### config.mk
export PLATFORM = sky130hd
export DESIGN_NAME = cmd_auth
export DESIGN_NICKNAME = d
export VERILOG_FILES = /design/src/rtl/cmd_auth_pkg.sv /design/src/rtl/cmd_auth_uart_rx.sv /design/src/rtl/cmd_auth.sv
export SDC_FILE = /design/constraint.sdc
export NUM_CORES = 1
export LEC_CHECK = 0
export BUFFER_PORTS_ARGS = -buffer_cell sky130_fd_sc_hd__buf_2
export CORE_MARGIN = 4
export CORE_UTILIZATION = 45
export DETAILED_ROUTE_END_ITERATION = 16
export PLACE_DENSITY = 0.65
export SYNTH_ARGS = -nofsm -noshare
export SYNTH_HDL_FRONTEND = slang
export SYNTH_HIERARCHICAL = 1
export SYNTH_SLANG_ARGS = --single-unit
### constraint.sdc
create_clock -name clk -period 2.85 [get_ports clk]
set_input_delay 0.285 -clock clk [delete_from_list [all_inputs] [get_ports clk]]
set_output_delay 0.285 -clock clk [all_outputs]
set_load 0.03 [all_outputs]
### src/rtl/cmd_auth_pkg.sv
// Shared types and defaults for the BLE command authorisation block:
// receiver and authorisation state encodings, counter widths, command bytes.
package cmd_auth_pkg;

    typedef enum logic [1:0] {
        RX_ARM  = 2'd0,
        RX_IDLE = 2'd1,
        RX_RECV = 2'd2
    } rx_state_t;

    typedef enum logic [1:0] {
        AUTH_OFF  = 2'd0,
        AUTH_PWR1 = 2'd1,
        AUTH_PWR2 = 2'd2
    } auth_state_t;

    localparam int BAUD_CNT_W = 13;
    localparam int BIT_CNT_W  = 4;

    localparam logic [7:0] DEF_CMD_GO   = 8'h47;
    localparam logic [7:0] DEF_CMD_STOP = 8'h53;

endpackage

### src/rtl/cmd_auth_uart_rx.sv
// 8N1 UART receiver with input synchronizer; re-arms after reset or a framing
// error only once the line has been idle for a full bit time.
module uart_rx
    import cmd_auth_pkg::*;
#(
    parameter int BAUD_DIV = 2604
) (
    input  logic       clk,
    input  logic       rst,
    input  logic       rx,
    output logic       rdy,
    output logic [7:0] data,
    output logic       frm_err,
    output rx_state_t  state
);

    localparam logic [BAUD_CNT_W-1:0] LAST_CNT = BAUD_CNT_W'(BAUD_DIV - 1);
    localparam logic [BAUD_CNT_W-1:0] HALF_CNT = BAUD_CNT_W'(BAUD_DIV / 2 - 1);
    localparam logic [BIT_CNT_W-1:0]  STOP_BIT = BIT_CNT_W'(9);

    logic                  rx_meta;
    logic                  rx_sync;
    logic                  rx_prev;
    rx_state_t             state_next;
    logic [BAUD_CNT_W-1:0] baud_cnt;
    logic [BIT_CNT_W-1:0]  bit_cnt;
    logic [7:0]            shift;
    logic                  sample;
    logic [BAUD_CNT_W-1:0] target;

    // Flops load 1 so a reset never manufactures a falling edge on the line.
    always_ff @(posedge clk) begin
        if (rst) begin
            rx_meta <= 1'b1;
            rx_sync <= 1'b1;
            rx_prev <= 1'b1;
        end else begin
            rx_meta <= rx;
            rx_sync <= rx_meta;
            rx_prev <= rx_sync;
        end
    end

    always_comb begin
        state_next = state;
        sample     = 1'b0;
        target     = (bit_cnt == '0) ? HALF_CNT : LAST_CNT;
        case (state)
            RX_ARM: begin
                if (rx_sync && baud_cnt == LAST_CNT) state_next = RX_IDLE;
            end
            RX_IDLE: begin
                if (rx_prev && !rx_sync) state_next = RX_RECV;
            end
            RX_RECV: begin
                if (baud_cnt == target) begin
                    sample = 1'b1;
                    if (bit_cnt == '0 && rx_sync) begin
                        state_next = RX_IDLE;
                    end else if (bit_cnt == STOP_BIT) begin
                        state_next = rx_sync ? RX_IDLE : RX_ARM;
                    end
                end
            end
            default: state_next = RX_ARM;
        endcase
    end

    always_ff @(posedge clk) begin
        if (rst) begin
            state    <= RX_ARM;
            baud_cnt <= '0;
            bit_cnt  <= '0;
            shift    <= '0;
            data     <= '0;
            rdy      <= 1'b0;
            frm_err  <= 1'b0;
        end else begin
            state   <= state_next;
            rdy     <= 1'b0;
            frm_err <= 1'b0;
            if (state_next != state) begin
                baud_cnt <= '0;
                bit_cnt  <= '0;
            end else if (state == RX_ARM) begin
                baud_cnt <= rx_sync ? baud_cnt + BAUD_CNT_W'(1) : '0;
            end else if (state == RX_RECV) begin
                if (sample) begin
                    baud_cnt <= '0;
                    bit_cnt  <= bit_cnt + BIT_CNT_W'(1);
                end else begin
                    baud_cnt <= baud_cnt + BAUD_CNT_W'(1);
                end
            end else begin
                baud_cnt <= '0;
            end
            // LSB arrives first, so shift right and fill from the top.
            if (state == RX_RECV && sample && bit_cnt != '0 && bit_cnt != STOP_BIT) begin
                shift <= {rx_sync, shift[7:1]};
            end
            if (state == RX_RECV && sample && bit_cnt == STOP_BIT) begin
                if (rx_sync) begin
                    data <= shift;
                    rdy  <= 1'b1;
                end else begin
                    frm_err <= 1'b1;
                end
            end
        end
    end

endmodule

### src/rtl/cmd_auth.sv
// Segway power authorisation: a BLE UART command stream plus the rider sensor
// decide whether the platform may balance and drive its motors.
module cmd_auth
    import cmd_auth_pkg::*;
#(
    parameter int         BAUD_DIV = 2604,
    parameter logic [7:0] CMD_GO   = DEF_CMD_GO,
    parameter logic [7:0] CMD_STOP = DEF_CMD_STOP
) (
    input  logic        clk,
    input  logic        rst,
    input  logic        RX,
    input  logic        rider_off,
    output logic        pwr_up,
    output logic        rx_rdy,
    output logic [7:0]  rx_data,
    output logic        frm_err,
    output rx_state_t   rx_state,
    output auth_state_t auth_state
);

    auth_state_t auth_next;

    // rx_rdy is a valid-only strobe with no ready/backpressure: rx_data is
    // guaranteed valid in the rx_rdy cycle and held until the next byte.
    uart_rx #(
        .BAUD_DIV(BAUD_DIV)
    ) u_uart_rx (
        .clk    (clk),
        .rst    (rst),
        .rx     (RX),
        .rdy    (rx_rdy),
        .data   (rx_data),
        .frm_err(frm_err),
        .state  (rx_state)
    );

    always_comb begin
        auth_next = auth_state;
        case (auth_state)
            AUTH_OFF: begin
                if (rx_rdy && rx_data == CMD_GO) auth_next = AUTH_PWR1;
            end
            AUTH_PWR1: begin
                if (rx_rdy && rx_data == CMD_STOP) begin
                    auth_next = rider_off ? AUTH_OFF : AUTH_PWR2;
                end
            end
            AUTH_PWR2: begin
                // A fresh GO re-authorises even if the rider steps off that cycle.
                if (rx_rdy && rx_data == CMD_GO) auth_next = AUTH_PWR1;
                else if (rider_off)              auth_next = AUTH_OFF;
            end
            default: auth_next = AUTH_OFF;
        endcase
    end

    always_ff @(posedge clk) begin
        if (rst) begin
            auth_state <= AUTH_OFF;
            pwr_up     <= 1'b0;
        end else begin
            auth_state <= auth_next;
            pwr_up     <= (auth_next != AUTH_OFF);
        end
    end

endmodule
Word level (Yosys, flattened, before mapping)
Cells that the tools add are included.

cells by class
  $add $sub $neg = 2
  equality and inequality tests = 11
  mux-type cells = 22
  bitwise logic cells = 2
  reduce and logical (&&, ||, !) cells = 19

operator list
  kind                     number
  $mux W13                 4
  $mux W2                  10
  $eq A8 B7 Y1 const B     2
  $add A13 B1 Y13 const B  1
  $eq A13 B12 Y1 const B   1
  $eq A13 B13 Y1           1
  $mux W12                 1
  $pmux W2 S3              2
  $logic_and A1 B1 Y1      9
  $mux W1                  5
  $add A4 B1 Y4 const B    1
  $eq A2 B1 Y1 const B     2
  $eq A2 B2 Y1 const B     2
  $eq A4 B4 Y1 const B     1
  $logic_not A2 Y1         2
  $logic_not A4 Y1         1
  $ne A4 B4 Y1 const B     1
  $reduce_bool A4 Y1       1
  $reduce_or A2 Y1         2
  $reduce_and A3 Y1        1
  $ne A2 B2 Y1             1
  $not A1 Y1               2
  $reduce_and A2 Y1        1
  $reduce_bool A2 Y1       1
  $logic_not A1 Y1         1

word-level totals
  flip-flop bits (word level) = 43
  output and inout bits = 15

Depth between registers and ports, before layout
Gate-level depths: netlist of the first run.

  depth in word-level cells = 9
  mapped depth = 9

By module
The synthesis of the first run kept the hierarchy.

modules (own cells, without submodules)
  module    times used  cells each  area an instance (sq um)  sequential area each (sq um)
  uart_rx   1           197         1850.5                    800.8
  cmd_auth  1           23          201.4                     60.1

Least setup slack after synthesis of the first run
No wires, ideal clock.

  path kind = flip-flop to flip-flop
  start point = register u_uart_rx.bit_cnt[0]
  end point = register u_uart_rx.data[4]
  setup time = 0.127 ns
  data arrival time = 1.828 ns
  data required time = 2.723 ns
  slack = 0.895 ns
  cell stages (with the launch flop) = 9
  clock period less this slack = 1.955 ns
  path through = dfxtp_1 > inv_1 > ha_1 > or3b_4 > and4_4 > buf_6 > o2111ai_4 > mux2i_1 > nor2_1

between the ends
  cells in the longest elaborated chain, start to end = 8

RTL lines
  element                        line                     RTL
  from (decl)                    cmd_auth_uart_rx.sv:26   logic [BIT_CNT_W-1:0] bit_cnt;
  from (signal assigned)         cmd_auth_uart_rx.sv:90   bit_cnt <= bit_cnt + BIT_CNT_W'(1);
  $logic_not A4 Y1               cmd_auth_uart_rx.sv:47   target = (bit_cnt == '0) ? HALF_CNT : LAST_CNT;
  $mux W12                       cmd_auth_uart_rx.sv:47
  $eq A13 B13 Y1                 cmd_auth_uart_rx.sv:56   if (baud_cnt == target) begin
  $mux W1                        cmd_auth_uart_rx.sv:56
  $mux W1                        cmd_auth_uart_rx.sv:48   case (state)
  $logic_and A1 B1 Y1            cmd_auth_uart_rx.sv:101  if (state == RX_RECV && sample && bit_cnt == STOP_BIT) begin
  $logic_and A1 B1 Y1 *          cmd_auth_uart_rx.sv:101
  $reduce_and A2 Y1 (no line) *  --
  to (signal assigned)           cmd_auth_uart_rx.sv:103  data <= shift;
  to (decl)                      cmd_auth_uart_rx.sv:12   output logic [7:0] data,

Mark *: on every way between the ends. The rest lies on a longest branch, timed or not.
A chain may end at the register's enable or synchronous reset.

Final worst setup path of the first run
  start point = register u_uart_rx.bit_cnt[0]
  end point = register u_uart_rx.baud_cnt[10]

between the ends
  cells in the longest elaborated chain, start to end = 8

RTL lines
  element               line                                            RTL
  $logic_not A4 Y1      cmd_auth_uart_rx.sv:47, cmd_auth_uart_rx.sv:58
  $mux W12              cmd_auth_uart_rx.sv:47
  $eq A13 B13 Y1        cmd_auth_uart_rx.sv:56
  $mux W1               cmd_auth_uart_rx.sv:56
  $mux W1               cmd_auth_uart_rx.sv:48
  $mux W13              cmd_auth_uart_rx.sv:88                          if (sample) begin
  $mux W13              cmd_auth_uart_rx.sv:87                          end else if (state == RX_RECV) begin
  $mux W13              cmd_auth_uart_rx.sv:85                          end else if (state == RX_ARM) begin
  to (signal assigned)  cmd_auth_uart_rx.sv:86                          baud_cnt <= rx_sync ? baud_cnt + BAUD_CNT_W'(1) : '0;
  to (signal assigned)  cmd_auth_uart_rx.sv:92                          baud_cnt <= baud_cnt + BAUD_CNT_W'(1);
  to (decl)             cmd_auth_uart_rx.sv:25                          logic [BAUD_CNT_W-1:0] baud_cnt;

Several ways; a longest one is shown, not always the timed one.

==> summary.txt, run 1 <==
clk buf depth -> 2
via count -> 1576
Post-CTS Setup Bufs -> 0
Net Count, Synth -> 228
Ys Warns -> 6
layout cell share with drive strength beyond 1 -> 15.97%
drt total wl -> 3.926 mm
mapped cell area -> 2052 um2
Yosys cell types -> 50
CP Launch Type -> flip-flop
Tightest Hold Check Type -> in -> reg
commonest non-fill, non-tap cell in the layout -> dfxtp_1
# diodes -> 0
Mean Syn Cell Area -> 9.327 um2
H-tree Lvls -> 2
Worst-path clk slew -> 80 ps
cell internal pwr -> 0.0007875 W
HPWL Detailed -> 2.845 mm
final period utilization -> 76.99%
Syn Inst Count -> 220
clock power share -> 36.9%
max-cap viol count -> 0
Max Slew Vio Count -> 0
Root Driver -> clkbuf_8
drt drc -> 0
die height -> 75.53 um
vias in the first global route -> 1382
antenna viol nets, final -> 0
CP Capture Type -> flip-flop
post-CTS sizing -> 0
VDD IR max -> 0.2033 mV
initial core utilization -> 46.80%
port buffer count -> 18
r2r setup slk -> 660 ps
antenna violations before repair -> 0
Sequential Power Share -> 60.1%
Die W -> 75.53 um
combinational share of power -> 3.0%
die footprint -> 5704 um2
Worst EP arrival -> 2350 ps
num rows -> 24
Setup violations, final -> 0
P_leak -> 0.9547 nW
fin util -> 51.20%
CTS Buf Count -> 5
Layout area overhead -> 9.390%
fill cell count -> 427
1st-iter DRT viols -> 48
clock sink count -> 43
total net switching power -> 0.0002307 W
grt total ovfl -> 0
Period minus WS final -> 2194 ps
# hold bufs at CTS -> 0
global-route wire length before repair -> 6.437 mm
First-pass DRT Iterations -> 4
Setup Skew -> 9.023 ps
vias per cell -> 5.434
Max FO, Critical Path -> 11
pin count of the biggest net entering global routing -> 29
Setup CP Type -> reg -> reg
clk_lat worst skew -> 300 ps
nets@finish -> 245
RD Place Congestion -> 0.7753
CTS tree -> yes
Fin. Hold Viols -> 0
unrepaired setup endpoints after global routing -> false
setup TNS -> 0 ps
Total GRT Usage -> 14.98%
status -> completed
Slew HR -> 61.93%
post-DR wirelength/cell -> 13.54 um
power per cell area -> 453.6 nW/um2
slew at the pin closest to its max-slew limit -> 571.0 ps
register bit total from synthesis -> 43
Switching Share -> 22.65%
Data required, critical path -> 3010 ps
Max Fclk -> 455.8 MHz
core area -> 4384 um2
most frequent cells in the layout -> dfxtp_1 (43), nor2_1 (31), buf_2 (18), mux2i_1 (17), nor3_1 (12)
Seq/Total Area, Yosys -> 41.95%
Ports -> 19
cell families after synthesis:
group	after synthesis	share of synthesized area, %
compound gates	27	11.22
mux	17	8.293
simple gates	97	25.98
fa+ha+maj	4	2.439
buf+inv	18	4.146
flops	43	41.95
xor+xnor	14	5.976
metrics by stage:
stage,hold WS (ps),total power [W],cell area (um2),std cells,worst slack [ps]
after CTS,172.8,0.001037,2245,290,666.7
final,180.6,0.001018,2245,290,655.8
after global placement,412.9,0.0006566,2160,282,741.6
after detailed placement,409.8,0.0006570,2160,282,689.4
after global routing,175.4,0.001066,2245,290,402.0
after floorplan,388.8,0.0006467,2052,220,895.3
power by group through the flow:
stage / logic, W / registers, W / clock network [W]
6_report: 0.0000304 / 0.000612 / 0.000376
5_1_grt: 0.0000350 / 0.000613 / 0.000418
4_1_cts: 0.0000308 / 0.000612 / 0.000394
3_5_place_dp: 0.0000305 / 0.000626 / 0
3_3_place_gp: 0.0000304 / 0.000626 / 0
2_1_floorplan: 0.0000225 / 0.000624 / 0
synth_stat cells (all sizes together):
master | n | area (um2)
or3b | 1 | 11.26
a2111oi | 1 | 8.760
inv | 10 | 37.54
nand4 | 2 | 12.51
o221ai | 1 | 8.760
o311ai | 1 | 8.760
and4bb | 1 | 12.51
nor4b | 2 | 23.77
nor2b | 4 | 25.02
nor4 | 1 | 6.260
nor2 | 31 | 116.4
or2 | 3 | 18.77
nand3 | 9 | 50.05
a21o | 1 | 8.760
o21ai | 5 | 32.53
o2111ai | 3 | 43.80
a311oi | 2 | 23.77
o211ai | 1 | 7.510
and2 | 4 | 25.03
a211oi | 2 | 15.01
a21oi | 4 | 20.02
a2111o | 1 | 11.26
nor4bb | 2 | 20.02
nand3b | 2 | 15.01
clkbuf | 4 | 15.01
a32o | 1 | 10.01
and4 | 3 | 28.78
dfxtp | 43 | 860.8
and3 | 4 | 25.02
nand2b | 2 | 12.51
xnor2 | 7 | 61.31
o21a | 2 | 15.01
mux2i | 17 | 170.2
a41oi | 1 | 8.760
buf | 4 | 32.53
xor2 | 7 | 61.31
nor3b | 2 | 15.01
nand2 | 10 | 37.54
a22oi | 1 | 7.510
and3b | 2 | 17.52
nor3 | 12 | 60.06
ha | 4 | 50.05
per-layer routing:
metal | vias to the layer above | GRT usage [%] | part of all wire [%]
met5 | - | 0 | 0
met3 | 7 | 3.562 | 3.2
met4 | 0 | 5.825 | 1.7
met2 | 21 | 22.15 | 43
li1 | 812 | - | -
met1 | 736 | 21.05 | 52
sequential cells by signal, summed over array words and instances, names as in the netlist, 2 cells and up:
| signal | cells |
|---|---|
| u_uart_rx/bit_cnt | 4 |
| u_uart_rx/state | 2 |
| auth_state | 2 |
| u_uart_rx/baud_cnt | 13 |
| u_uart_rx/shift | 8 |
| u_uart_rx/data | 8 |
worst max-delay path, stage by stage, from the launching register on:
cell and delay [ps]:
dfxtp_1 420, inv_1 70, ha_1 210, or3b_4 240
nand4_1 160, a21oi_1 370, a32o_1 470, nor3_1 110
cell type report:
class | instances | area, um2 | share of cell area (%)
multi-input cells | 159 | 1106 | 49.28
inverters | 10 | 37.54 | 1.672
repair buffers | 18 | 90.09 | 4.013
clock buffers | 6 | 72.57 | 3.233
well taps | 52 | 65.06 | 2.899
flip-flops and latches | 43 | 860.8 | 38.35
clock inverters | 2 | 12.51 | 0.5574
final timing paths:
path,start,end,cells after the start
min reg2reg,u_uart_rx/rx_meta,u_uart_rx/rx_sync,1
max,u_uart_rx/bit_cnt[0],u_uart_rx/baud_cnt[10],7
min,RX,u_uart_rx/rx_meta,2
max reg2reg,u_uart_rx/bit_cnt[0],u_uart_rx/baud_cnt[10],7
No activity file was read; power rests on OpenSTA's default activity.
==> run 2, diff against run 1 <==
--- a/config.mk
+++ b/config.mk
@@ -9,7 +9,7 @@
 export CORE_MARGIN = 4
 export CORE_UTILIZATION = 45
 export DETAILED_ROUTE_END_ITERATION = 16
-export PLACE_DENSITY = 0.65
+export PLACE_DENSITY = 0.68
 export SYNTH_ARGS = -nofsm -noshare
 export SYNTH_HDL_FRONTEND = slang
 export SYNTH_HIERARCHICAL = 1
==> constraint.sdc (replaced) <==
create_clock -name clk -period 1.95 [get_ports clk]
set_input_delay 0.195 -clock clk [delete_from_list [all_inputs] [get_ports clk]]
set_output_delay 0.195 -clock clk [all_outputs]
set_load 0.03 [all_outputs]
==> run 2 against run 1 <==
Non-clock buffer count increased by 20; largest power group unchanged; clock power up 85%; worst setup slack got worse by 570 ps; register-to-register slack worse by 570 ps; count of clock-buffer cells in the layout decreased by 1; largest cell class unchanged; first-iteration DRC count is 94% higher.
==> summary.txt, run 2 (same netlist as run 1, synthesis figures left out) <==
Setup CP Type -> reg -> reg
# hold bufs at CTS -> 0
leading registers by flop count -> u_uart_rx/baud_cnt: 13 flops, u_uart_rx/data: 8 flops, u_uart_rx/shift: 8 flops
Layout area overhead -> 22.07%
most frequent cells in the layout -> dfxtp_1 (41), nor2_1 (31), buf_2 (18), buf_4 (17), mux2i_1 (17)
Worst EP arrival -> 2040 ps
Fin. Hold Viols -> 0
# diodes -> 0
grt total ovfl -> 0
M1 GR Usage -> 22.11%
Tightest Hold Check Type -> in -> reg
1st-iter DRT viols -> 93
Max FO, Critical Path -> 6
r2r worst-path depth -> 8
layout cell share with drive strength beyond 1 -> 26.36%
Cells on Worst Hold Path -> 2
First-pass DRT Iterations -> 4
Slew HR -> 69.09%
clock sink count -> 43
min-delay src -> RX
slew at the pin closest to its max-slew limit -> 463.7 ps
antenna viol nets, final -> 0
initial core utilization -> 46.80%
HPWL Detailed -> 2.990 mm
FF-to-FF Start -> u_uart_rx/bit_cnt[0]
CP Capture Type -> flip-flop
Total GRT Usage -> 16.18%
Top Usage Layer GRT -> met2
power per cell area -> 657.4 nW/um2
P_leak -> 1.100 nW
hold slack -> 75.60 ps
vias per cell -> 5.403
final worst slack -> 82.76 ps
CTS Buf Count -> 5
unrepaired setup endpoints after global routing -> true
Setup WS pre-CTS -> -42.38 ps
port buffer count -> 18
CP Launch Type -> flip-flop
status -> completed
CTS tree -> yes
final period utilization -> 95.76%
GR Layer Usage met3 -> 4.090%
Period minus WS final -> 1867 ps
Root Driver -> clkbuf_8
clk_lat worst skew -> 300 ps
VDD IR max -> 0.3120 mV
die height -> 75.53 um
hold endpoint -> u_uart_rx/rx_meta
r2r setup slk -> 80 ps
reg-to-reg endpoint -> u_uart_rx/data[6]
Data required, critical path -> 2120 ps
commonest non-fill, non-tap cell in the layout -> dfxtp_1
max-cap viol count -> 0
drt total wl -> 4.214 mm
core area -> 4384 um2
fill cell count -> 404
post-DR wirelength/cell -> 13.59 um
pin count of the biggest net entering global routing -> 29
Die W -> 75.53 um
die footprint -> 5704 um2
Setup Skew -> 5.882 ps
Setup violations, final -> 0
RD Place Congestion -> 0.8425
antenna violations before repair -> 0
H-tree Lvls -> 2
Top reg by flops -> u_uart_rx/baud_cnt
Ports -> 19
max FFs per register -> 13
Max Fclk -> 535.6 MHz
num rows -> 24
drt drc -> 0
Worst-path clk slew -> 80 ps
Max Slew Vio Count -> 0
global-route wire length before repair -> 7.065 mm
clk buf depth -> 2
fin util -> 57.13%
nets@finish -> 265
vias in the first global route -> 1556
met2 Usage GRT -> 24.64%
via count -> 1675
run 2: area by class of cell:
cell class                      instances  area (um2)  share of cell area, %
Multi-Input combinational cell        159        1157                  46.20
Sequential cell                        43       863.3                  34.47
Timing Repair Buffer                   38       269.0                  10.74
Clock buffer                            5       68.82                  2.747
Tap cell                               52       65.06                  2.597
Clock inverter                          3       43.79                  1.748
Inverter                               10       37.54                  1.499
run 2: worst max path at each step:
| stage | start | depth (start not counted) | endpoint |
|---|---|---|---|
| 6_report | u_uart_rx/bit_cnt[0] | 8 | u_uart_rx/data[6] |
| 5_1_grt | u_uart_rx/baud_cnt[10] | 6 | u_uart_rx/data[6] |
| 4_1_cts | u_uart_rx/bit_cnt[1] | 8 | u_uart_rx/data[6] |
| 3_5_place_dp | u_uart_rx/bit_cnt[1] | 7 | u_uart_rx/data[2] |
| 3_3_place_gp | u_uart_rx/bit_cnt[1] | 7 | u_uart_rx/data[1] |
| 2_1_floorplan | u_uart_rx/bit_cnt[0] | 8 | u_uart_rx/data[4] |
run 2: critical path, cell delays in order (launching register included):
cell       delay, ps
dfxtp_1          320
inv_1             80
ha_4             140
or3b_4           380
and4_4           190
o2111ai_4        230
buf_12           160
mux2i_1          180
nor2_1            60
run 2: report_power, final:
part           internal, W  switching [W]
Combinational    0.0000250      0.0000321
Sequential        0.000885     0.00000824
Clock             0.000381       0.000315
Total              0.00129       0.000355
run 2: repair_timing:
| action | in CTS | in global routing |
|---|---|---|
| gates cloned | 0 | 0 |
| setup endpoints to repair | 8 | 29 |
| buffers inserted | 2 | 2 |
| endpoints found under the hold margin | 0 | 0 |
| pin swaps | 1 | 4 |
| resized for setup | 3 | 11 |
run 2: per-layer routing:
layer  vias to the layer above  share of wire (%)  routed length, um
met2                        28                 45               1900
li1                        852                  -                  -
met4                         0                1.3                 53
met1                       790                 50               2110
met3                         5                3.5                149
met5                         -                  0                  0
run 2: per-stage QoR:
| step | TNS (ps) | total power, W | instance area (um2) | cells |
|---|---|---|---|---|
| 6_report | 0 | 0.001647 | 2505 | 310 |
| 4_1_cts | 0 | 0.001660 | 2445 | 308 |
| 5_1_grt | -61.06 | 0.001713 | 2505 | 310 |
| 3_3_place_gp | 0 | 0.0009702 | 2292 | 298 |
| 2_1_floorplan | 0 | 0.0009452 | 2052 | 220 |
| 3_5_place_dp | -162.4 | 0.0009703 | 2292 | 298 |
==> run 3, diff against run 2 <==
--- a/config.mk
+++ b/config.mk
@@ -12,5 +12,4 @@
 export PLACE_DENSITY = 0.68
 export SYNTH_ARGS = -nofsm -noshare
 export SYNTH_HDL_FRONTEND = slang
-export SYNTH_HIERARCHICAL = 1
 export SYNTH_SLANG_ARGS = --single-unit
==> run 3 against run 2 <==
First-iteration DRC count decreased by 17%; synthesized cell count down 1.8%; via count shrank 5.6%; non-clock buffer count decreased by 3; sequential share of layout area is 1.8 points higher; final cell count decreased by 1.9%; design area shrank 4.8%; sequential cell count unchanged; critical path type unchanged; largest cell class unchanged; largest power group unchanged.
==> summary.txt, run 3 <==
area share of xor/xnor cells in the synthesized design -> 5.283%
most frequent cells in the layout -> dfxtp_1 (40), nor2_1 (33), nand2_1 (19), buf_2 (18), buf_4 (15)
Yosys top cell by area -> dfxtp_1
slew at the pin closest to its max-slew limit -> 382.9 ps
Post-synth EDFFs -> 0
unrepaired setup endpoints after global routing -> true
clock sink count -> 43
die height -> 74.49 um
Ys Warns -> 0
# diodes -> 0
drt total wl -> 3.846 mm
RD Place Congestion -> 0.8001
Root Driver -> clkbuf_8
clk_lat worst skew -> 290 ps
HPWL Detailed -> 2.843 mm
antenna viol nets, final -> 0
port buffer count -> 18
via count -> 1581
count leader, synth -> dfxtp_1
Slew HR -> 74.28%
1st-iter DRT viols -> 77
post-DR wirelength/cell -> 12.65 um
top post-synthesis cells by count -> dfxtp_1 (43), nor2_1 (33), nand2_1 (19), a21oi_1 (13), o21ai_0 (12)
CP Capture Type -> flip-flop
Yosys cell types -> 44
initial core utilization -> 48.01%
Total GRT Usage -> 14.72%
Max FO, Critical Path -> 8
layout cell share with drive strength beyond 1 -> 25.59%
core area -> 4144 um2
Cell Area, Placed -> 2263 um2
antenna violations before repair -> 0
CTS Buf Count -> 5
Worst-path clk slew -> 80 ps
Setup Skew -> 7.184 ps
Seq/Total Area, Yosys -> 43.27%
nets@finish -> 261
largest family of logic cells by synthesized area -> simple AND/OR/NAND/NOR gates
pin count of the biggest net entering global routing -> 25
die footprint -> 5549 um2
Setup CP Type -> reg -> reg
post-synthesis mux area share -> 4.528%
Setup violations, final -> 0
Layout area overhead -> 19.81%
post-route design area -> 2384 um2
drt drc -> 0
setup TNS -> 0 ps
leading registers by flop count -> u_uart_rx.baud_cnt: 13 flops, u_uart_rx.data: 8 flops, u_uart_rx.shift: 8 flops
global-route wire length before repair -> 6.313 mm
commonest non-fill, non-tap cell in the layout -> dfxtp_1
Tightest Hold Check Type -> in -> reg
async set-reset flop share out of synthesis -> 0%
Max Fclk -> 515.8 MHz
Synth Area in Compound Gates -> 14.72%
status -> completed
VDD IR max -> 0.2946 mV
num rows -> 23
max FFs per register -> 13
post-synthesis simple-gate area fraction -> 27.42%
CTS tree -> yes
Yosys top cell area share -> 43.27%
grt total ovfl -> 0
Top reg by flops -> u_uart_rx.baud_cnt
mapped cell area -> 1989 um2
Synth Area in Adders -> 2.516%
vias in the first global route -> 1411
H-tree Lvls -> 2
top cells by area, synth -> dfxtp_1 (43%), nor2_1 (6.2%), mux2i_1 (4.5%), nand2_1 (3.6%), a21oi_1 (3.3%)
First-pass DRT Iterations -> 4
P_leak -> 0.9119 nW
Mean Syn Cell Area -> 9.210 um2
final period utilization -> 99.42%
register bit total from synthesis -> 43
Period minus WS final -> 1939 ps
Worst EP arrival -> 2130 ps
power per cell area -> 628.0 nW/um2
Tot Pwr -> 0.001497 W
Net Count, Synth -> 224
Die W -> 74.49 um
vias per cell -> 5.201
# hold bufs at CTS -> 0
Data required, critical path -> 2140 ps
Max Slew Vio Count -> 0
clk buf depth -> 2
Syn Inst Count -> 216
max-cap viol count -> 0
Fin. Hold Viols -> 0
Ports -> 19
Primary FF master, synth -> dfxtp_1
CP Launch Type -> flip-flop
[run 3: changes by cell type after synthesis, moves of 8 or more]
cell / delta
mux2i_1: -8
o21ai_0: +9
nand2_1: +9
nor3_1: -11
a21oi_1: +9
[run 3: stage by stage]
| stage | utilization [%] | hold slack [ps] | instances | worst slack (ps) |
|---|---|---|---|---|
| 2_1_floorplan | - | 272.8 | 216 | -70.88 |
| 3_3_place_gp | 54.62 | 377.7 | 293 | 68.75 |
| 3_5_place_dp | 54.62 | 382.7 | 293 | 0.1641 |
| 4_1_cts | 56.67 | 72.91 | 301 | 15.21 |
| 5_1_grt | 57.52 | 82.63 | 304 | -91.20 |
| 6_report | 57.52 | 75.61 | 304 | 11.26 |
[run 3: logic make-up after synthesis]
kind of cell,Yosys count
AND/OR/NAND/NOR,95
flip-flops,43
AO/OA/AOI/OAI,41
XOR/XNOR,12
buffers and inverters,12
multiplexers,9
adder cells (fa/ha/maj),4
[run 3: final cells by class]
cell class                      instances  area (um2)
Fill cell                             386        1760
Multi-Input combinational cell        161        1106
Sequential cell                        43       864.6
Timing Repair Buffer                   35       239.0
Clock buffer                            6       72.57
Tap cell                               50       62.56
Inverter                                7       26.28
Clock inverter                          2       12.51
[run 3: critical path, stage by stage, from the launching register on]
cell	delay, ps
dfxtp_2	330
inv_2	70
ha_4	130
nor3b_4	220
nand4_4	180
a2111oi_4	410
clkbuf_16	230
mux2i_2	210
nor2_1	50
[run 3: repair_timing]
| item | CTS | global route |
|---|---|---|
| gates cloned | 0 | 0 |
| pin swaps | 1 | 2 |
| resized for setup | 0 | 5 |
| setup endpoints to repair | 2 | 31 |
| setup buffers | 0 | 3 |
[run 3: report_power, final]
part | internal (W) | switching, W | total (W)
logic | 0.0000222 | 0.0000333 | 0.0000556
clock network | 0.000250 | 0.000299 | 0.000549
registers | 0.000885 | 0.00000701 | 0.000892
total | 0.00116 | 0.000339 | 0.00150
[run 3: path summary, 6_finish.rpt]
kind	start	to	slack, ps	depth (start not counted)
worst max-delay path	u_uart_rx.bit_cnt[0]	u_uart_rx.data[6]	10	8
worst min-delay path	RX	u_uart_rx.rx_meta	80	2
worst max register to register	u_uart_rx.bit_cnt[0]	u_uart_rx.data[6]	10	8
worst min register to register	u_uart_rx.rx_meta	u_uart_rx.rx_sync	430	1
[run 3: layer usage]
layer | GRT usage (%) | wire (um) | up-vias
met5 | 0 | 0 | -
met4 | 5.731 | 57 | 0
met3 | 3.649 | 138 | 6
met2 | 22.05 | 1670 | 24
met1 | 20.36 | 1979 | 721
li1 | - | - | 830
